==> src/rtl/key_event_detect_if.sv <==
`default_nettype none
// ============================================================================
// Module      : key_event_detect_if
// Description : Button input and event outputs of one key_event_detect.
// Revision    : 1.0 - initial release
// ============================================================================
interface key_event_detect_if;
    logic key_button_i;
    logic key_value_o;
    logic press_pulse_o;
    logic release_pulse_o;
    logic short_click_o;
    logic long_press_o;
    logic hold_o;

    // The detector produces the events; the consumer drives the raw button.
    modport master (
        input  key_button_i,
        output key_value_o,
        output press_pulse_o,
        output release_pulse_o,
        output short_click_o,
        output long_press_o,
        output hold_o
    );

    modport slave (
        output key_button_i,
        input  key_value_o,
        input  press_pulse_o,
        input  release_pulse_o,
        input  short_click_o,
        input  long_press_o,
        input  hold_o
    );
endinterface
`default_nettype wire

==> src/rtl/key_event_detect.sv <==
`default_nettype none
// ============================================================================
// Module      : key_event_detect
// Description : Synchronise, debounce and classify one active-low push button.
// Revision    : 1.0 - initial release
// ============================================================================
module key_event_detect #(
    parameter logic [19:0] DELAY_TIME = 20'd1_000_000,
    parameter logic [27:0] LONG_TIME  = 28'd50_000_000
) (
    input  logic               sys_clk_i,
    input  logic               sys_rst_n_i,
    key_event_detect_if.master key_if
);

    typedef enum logic [2:0] {
        ST_RELEASED  = 3'b001,
        ST_PRESSED   = 3'b010,
        ST_LONG_HELD = 3'b100
    } state_t;

    localparam logic [19:0] c_delay_last = DELAY_TIME - 20'd1;
    localparam logic [27:0] c_long_last  = LONG_TIME - 28'd1;

    logic        r_sync_1;
    logic        r_sync_2;
    logic [19:0] r_dcnt;
    logic        r_key_value;
    logic        r_press_pulse;
    logic        r_release_pulse;
    logic [27:0] r_hcnt;
    state_t      r_state;
    logic        r_short_click;
    logic        r_long_press;
    logic        r_hold;

    logic        w_differs;
    logic        w_accept;
    logic        w_press_acc;
    logic        w_release_acc;

    always_ff @(posedge sys_clk_i or negedge sys_rst_n_i) begin
        if (!sys_rst_n_i) begin
            r_sync_1 <= 1'b1;
            r_sync_2 <= 1'b1;
        end else begin
            r_sync_1 <= key_if.key_button_i;
            r_sync_2 <= r_sync_1;
        end
    end

    // A change is accepted on the DELAY_TIME-th consecutive differing sample.
    assign w_differs     = (r_sync_2 != r_key_value);
    assign w_accept      = w_differs && (r_dcnt == c_delay_last);
    assign w_press_acc   = w_accept && !r_sync_2;
    assign w_release_acc = w_accept &&  r_sync_2;

    always_ff @(posedge sys_clk_i or negedge sys_rst_n_i) begin
        if (!sys_rst_n_i) begin
            r_dcnt          <= 20'd0;
            r_key_value     <= 1'b1;
            r_press_pulse   <= 1'b0;
            r_release_pulse <= 1'b0;
        end else begin
            r_press_pulse   <= w_press_acc;
            r_release_pulse <= w_release_acc;
            if (!w_differs) begin
                r_dcnt <= 20'd0;
            end else if (w_accept) begin
                r_key_value <= r_sync_2;
                r_dcnt      <= 20'd0;
            end else begin
                r_dcnt <= r_dcnt + 20'd1;
            end
        end
    end

    // Hold classifier; outputs registered so they align with the debounced pulses.
    always_ff @(posedge sys_clk_i or negedge sys_rst_n_i) begin
        if (!sys_rst_n_i) begin
            r_state       <= ST_RELEASED;
            r_hcnt        <= 28'd0;
            r_short_click <= 1'b0;
            r_long_press  <= 1'b0;
            r_hold        <= 1'b0;
        end else begin
            r_short_click <= 1'b0;
            r_long_press  <= 1'b0;
            case (r_state)
                ST_RELEASED: begin
                    r_hold <= 1'b0;
                    if (w_press_acc) begin
                        r_state <= ST_PRESSED;
                        r_hcnt  <= 28'd0;
                    end
                end
                ST_PRESSED: begin
                    r_hcnt <= r_hcnt + 28'd1;
                    r_hold <= 1'b0;
                    if (r_hcnt == c_long_last) begin
                        // Threshold wins over a coincident release: no short click.
                        r_long_press <= 1'b1;
                        if (w_release_acc) begin
                            r_state <= ST_RELEASED;
                        end else begin
                            r_state <= ST_LONG_HELD;
                            r_hold  <= 1'b1;
                        end
                    end else if (w_release_acc) begin
                        r_short_click <= 1'b1;
                        r_state       <= ST_RELEASED;
                    end
                end
                ST_LONG_HELD: begin
                    if (w_release_acc) begin
                        r_state <= ST_RELEASED;
                        r_hold  <= 1'b0;
                    end else begin
                        r_hold <= 1'b1;
                    end
                end
                default: begin
                    r_state <= ST_RELEASED;
                    r_hold  <= 1'b0;
                end
            endcase
        end
    end

    assign key_if.key_value_o     = r_key_value;
    assign key_if.press_pulse_o   = r_press_pulse;
    assign key_if.release_pulse_o = r_release_pulse;
    assign key_if.short_click_o   = r_short_click;
    assign key_if.long_press_o    = r_long_press;
    assign key_if.hold_o          = r_hold;

endmodule
`default_nettype wire

==> src/flat_wrapper.sv <==
// flat-port wrapper written by rule: the top's interface ports become plain ports
module key_event_detect_flat 
#(
    parameter logic [19:0] DELAY_TIME = 20'd1_000_000,
    parameter logic [27:0] LONG_TIME  = 28'd50_000_000
)
  (sys_clk_i, sys_rst_n_i, key_if_key_button_i, key_if_key_value_o, key_if_press_pulse_o, key_if_release_pulse_o, key_if_short_click_o, key_if_long_press_o, key_if_hold_o);
  key_event_detect_if key_if_i ();
  input  logic sys_clk_i;
  input  logic sys_rst_n_i;
  input wire logic [$bits(key_if_i.key_button_i)-1:0] key_if_key_button_i;
  output wire logic [$bits(key_if_i.key_value_o)-1:0] key_if_key_value_o;
  output wire logic [$bits(key_if_i.press_pulse_o)-1:0] key_if_press_pulse_o;
  output wire logic [$bits(key_if_i.release_pulse_o)-1:0] key_if_release_pulse_o;
  output wire logic [$bits(key_if_i.short_click_o)-1:0] key_if_short_click_o;
  output wire logic [$bits(key_if_i.long_press_o)-1:0] key_if_long_press_o;
  output wire logic [$bits(key_if_i.hold_o)-1:0] key_if_hold_o;
  assign key_if_i.key_button_i = key_if_key_button_i;
  assign key_if_key_value_o = key_if_i.key_value_o;
  assign key_if_press_pulse_o = key_if_i.press_pulse_o;
  assign key_if_release_pulse_o = key_if_i.release_pulse_o;
  assign key_if_short_click_o = key_if_i.short_click_o;
  assign key_if_long_press_o = key_if_i.long_press_o;
  assign key_if_hold_o = key_if_i.hold_o;
  key_event_detect #(.DELAY_TIME(DELAY_TIME), .LONG_TIME(LONG_TIME)) u_core (.sys_clk_i(sys_clk_i), .sys_rst_n_i(sys_rst_n_i), .key_if(key_if_i));
endmodule
==> config.mk <==
export PLATFORM = sky130hd
export DESIGN_NAME = key_event_detect_flat
export DESIGN_NICKNAME = d
export VERILOG_FILES = /design/src/rtl/key_event_detect_if.sv /design/src/rtl/key_event_detect.sv /design/src/flat_wrapper.sv
export SDC_FILE = /design/constraint.sdc
export NUM_CORES = 1
export LEC_CHECK = 0
export CAP_MARGIN = 0
export CORE_ASPECT_RATIO = 0.7
export CORE_UTILIZATION = 57
export DETAILED_ROUTE_END_ITERATION = 8
export DONT_BUFFER_PORTS = 1
export HOLD_SLACK_MARGIN = 0.02
export PLACE_DENSITY = 0.73
export SLEW_MARGIN = 20
export SYNTH_ARGS = -nofsm -noshare
export SYNTH_HDL_FRONTEND = slang
export SYNTH_SLANG_ARGS = --single-unit
==> constraint.sdc <==
create_clock -name sys_clk_i -period 1.9 [get_ports sys_clk_i]
set_clock_uncertainty 0.05 [all_clocks]
set_input_delay 0.285 -clock sys_clk_i [delete_from_list [all_inputs] [get_ports sys_clk_i]]
set_output_delay 0.285 -clock sys_clk_i [all_outputs]
set_load 0.01 [all_outputs]
==> flow_summary_export.csv <==
group,metric,value,unit
pwr,p_sw,0.528,mW
min_path,hp-class,"reg -> reg",
pwr,intPower,1.97,mW
layout,fillers,343,
placement,dpl_cell_area,3170,um^2
yosys,synth_edf_count,0,
yosys,synthCells,299,
sta,period_share,103,%
sta,finalMaxSlewViolations,0,
placement,place.gp.congestion,0.845,
yosys,syn_avg_cell_area,9.84,um^2
pwr,p_clk_share,46.5,%
route,drt-total-wl,7090,um
sta,hold_viol_final,0,
yosys,synth_area_leaders,"dfrtp_1 47%, nor2_1 5.1%, xor2_1 5.1%",
sta,fmax,0.509,GHz
setup_path,slowest_delay,0.55,ns
layout,layout.nets,339,
setup_path,path_cells,"or4_4 > nor4_4 > buf_4 > nand3_4 > o211ai_1 > o31ai_1",
route,first_pass_iters,5,
sta,worst_pin_slew,0.541,ns
yosys,ys_seq_elements,59,
sta,relSlewSlack,63.7,%
layout,stdcell_count,408,
sta,rsz0062_at_grt,"true",
run_status,status,"finished with violations",
yosys,synth_area,2940,um^2
setup_path,critPathBufInv,1,
layout,final_util,72.9,%
placement,port_buffers,0,
run_status,violations,"negative setup slack",
setup_path,critPathSlowestCell,"or4_4",
yosys,synth_nets,304,
route,vias_per_cell,6.00,
pwr,p_per_area,703,nW/um^2
yosys,synth_top_flop_cell,"dfrtp_1",
sta,post-route-min-period,1.97,ns
route,wl_per_cell,17.4,um
grt,antenna_found_initial,0,
setup_path,startpoint_type,"register",
sta,setup_viol,21,
setup_path,crit_type,"reg -> reg",
clock_network,cts_tree,"built",
floorplan,start_util,60.5,%
yosys,synthTopCellsByCount,"55 x dfrtp_1, 40 x nor2_1, 25 x nand2_1, 23 x nand3_1, 20 x nand4_1",
placement,dp.cells,383,
pwr,p_seq_share,51.0,%
grt,grt_max_degree,60,
grt,gr-usage-all-layers,27.6,%
yosys,synth-async-reset-ratio,100,%
yosys,yosysWarnings,0,
clock_network,clock_latency,0.34,ns
floorplan,core,4860,um^2
layout,fin_area,3540,um^2
yosys,synth.most_common_cell,"dfrtp_1",
grt,grt-ovfl-total,0,
clock_network,clk_path_buf_depth,2,
yosys,synth_area_leader_cell,"dfrtp_1",
clock_network,cts_root_buf,"clkbuf_8",
clock_network,cts_buffers,9,
setup_path,end_kind,"register",
yosys,yosysSeqAreaShare,50.3,%
layout,drive_above_1_share,21.5,%
clock_network,htree_levels,3,
layout,diodes,0,
pwr,combPwrFrac,2.4,%
route,vias,2450,
pwr,irDropWorstVdd,0.385,mV
yosys,synth_top_area_share,46.8,%
sta,setup_ws,-0.0659,ns
grt,grt_pass1_wl,11200,um
clock_network,clkTransAtPathRegs,0.07,ns
pwr,switching_share,21.2,%
setup_path,cpLargestDelayFamily,"simple AND/OR/NAND/NOR gates",
floorplan,rows,21,
pwr,total_power,2.49,mW
setup_path,cp_max_fo,10,
floorplan,die_y,62.1,um
flow_run,drv_cap,0,
layout,syn_to_final_growth,20.5,%
setup_path,crit_arrival,2.12,ns
layout,register_area,1480,um^2
grt,grt_pass1_vias,2267,
clock_network,clock_sinks,59,
setup_path,required,2.06,ns
route,drt_first_iter_violations,278,
floorplan,io_pins,9,
pwr,p_leak,1.57,nW
floorplan,die_w,87.9,um
layout,multi_input_area,1450,um^2
placement,dpl.hpwl,4390,um
route,antenna_left,0,
floorplan,die-area,5460,um^2
route,drc_errors,0,
yosys,synthDistinctLibCells,47,
==> worst reg2reg max path: stages (launching register included) <==
cell      delay, ns
dfrtp_1        0.38
or4_4          0.55
nor4_4         0.20
buf_4          0.21
nand3_4        0.18
o211ai_1       0.15
o31ai_1        0.11
==> cell usage in the layout (no fill, tap or decap), types with 9 or more instances in the layout <==
master,n
a21oi_1,9
dfrtp_1,55
buf_4,29
nand2_1,24
nand3_1,21
xor2_1,17
and3_1,10
nand4_1,20
clkbuf_8,11
nor2_1,40
==> power groups by stage <==
stage                     clock network [mW]  registers, mW  logic [mW]
after floorplan                            0           1.29      0.0142
after global placement                     0           1.29      0.0202
after detailed placement                   0           1.29      0.0204
after CTS                               1.18           1.27      0.0559
after global routing                    1.26           1.27      0.0690
final                                   1.16           1.27      0.0611
==> metal layers <==
| layer | up-vias | track usage (%) | share of wire, % |
|---|---|---|---|
| met3 | 4 | 9.57 | 7.7 |
| li1 | 1148 | - | - |
| met2 | 92 | 37.3 | 44 |
| met4 | 0 | 7.38 | 0.51 |
| met1 | 1206 | 41.8 | 48 |
| met5 | - | 0 | 0 |
==> through the flow <==
step	setup slack, ns	TNS, ns	hold WS, ns
after CTS	-0.00487	-0.00487	0.310
after floorplan	0.0338	0	-0.0606
after global placement	-0.0364	-0.139	-0.0596
after detailed placement	-0.0743	-0.387	-0.0594
after global routing	-0.135	-3.03	0.316
final	-0.0659	-0.507	0.308
==> final timing paths <==
path	end	depth (start not counted)	slack, ns	startpoint
setup / recovery	u_core.r_hcnt[17]	6	-0.07	u_core.r_dcnt[6]
hold / removal	u_core.r_sync_2	0	0.31	u_core.r_sync_1
setup reg to reg	u_core.r_hcnt[17]	6	-0.07	u_core.r_dcnt[6]
hold reg to reg	u_core.r_sync_2	0	0.31	u_core.r_sync_1
max in group asynchronous	u_core.r_state[0]	2	1.07	sys_rst_n_i
min in group asynchronous	u_core.r_hcnt[25]	2	0.44	sys_rst_n_i
==> final cells by class <==
cell class              instances  area share (%)
well taps                      69            2.44
multi-input cells             226            40.8
flip-flops and latches         59            41.8
clock buffers                  14            4.59
repair buffers                 35            9.07
inverters                       3           0.318
clock inverters                 2           0.988
==> kinds of logic after synthesis <==
| family | count (synthesis) | synth area share, % |
|---|---|---|
| AO/OA/AOI/OAI | 41 | 8.33 |
| AND/OR/NAND/NOR | 153 | 28.3 |
| flip-flops | 59 | 50.3 |
| multiplexers | 6 | 2.08 |
| XOR/XNOR | 24 | 7.14 |
| buffers and inverters | 14 | 2.93 |
| adder cells (fa/ha/maj) | 2 | 0.850 |
==> state kept, by name, indices dropped and copies added, names as in the netlist <==
name                           count
u_core.key_if.release_pulse_o      1
u_core.r_sync_1                    1
u_core.key_if.press_pulse_o        1
u_core.r_dcnt                     20
u_core.r_sync_2                    1
u_core.r_state                     3
u_core.key_if.short_click_o        1
u_core.key_if.key_value_o          1
u_core.key_if.hold_o               1
u_core.key_if.long_press_o         1
u_core.r_hcnt                     28
==> repair_timing <==
item,in CTS,in global routing
cloned,0,1
pin swaps,2,1
hold buffers,3,0
hold endpoints to repair,60,0
setup endpoints to repair,17,46
resized for setup,3,13
buffers inserted,2,3
No activity file was read; power rests on OpenSTA's default activity.
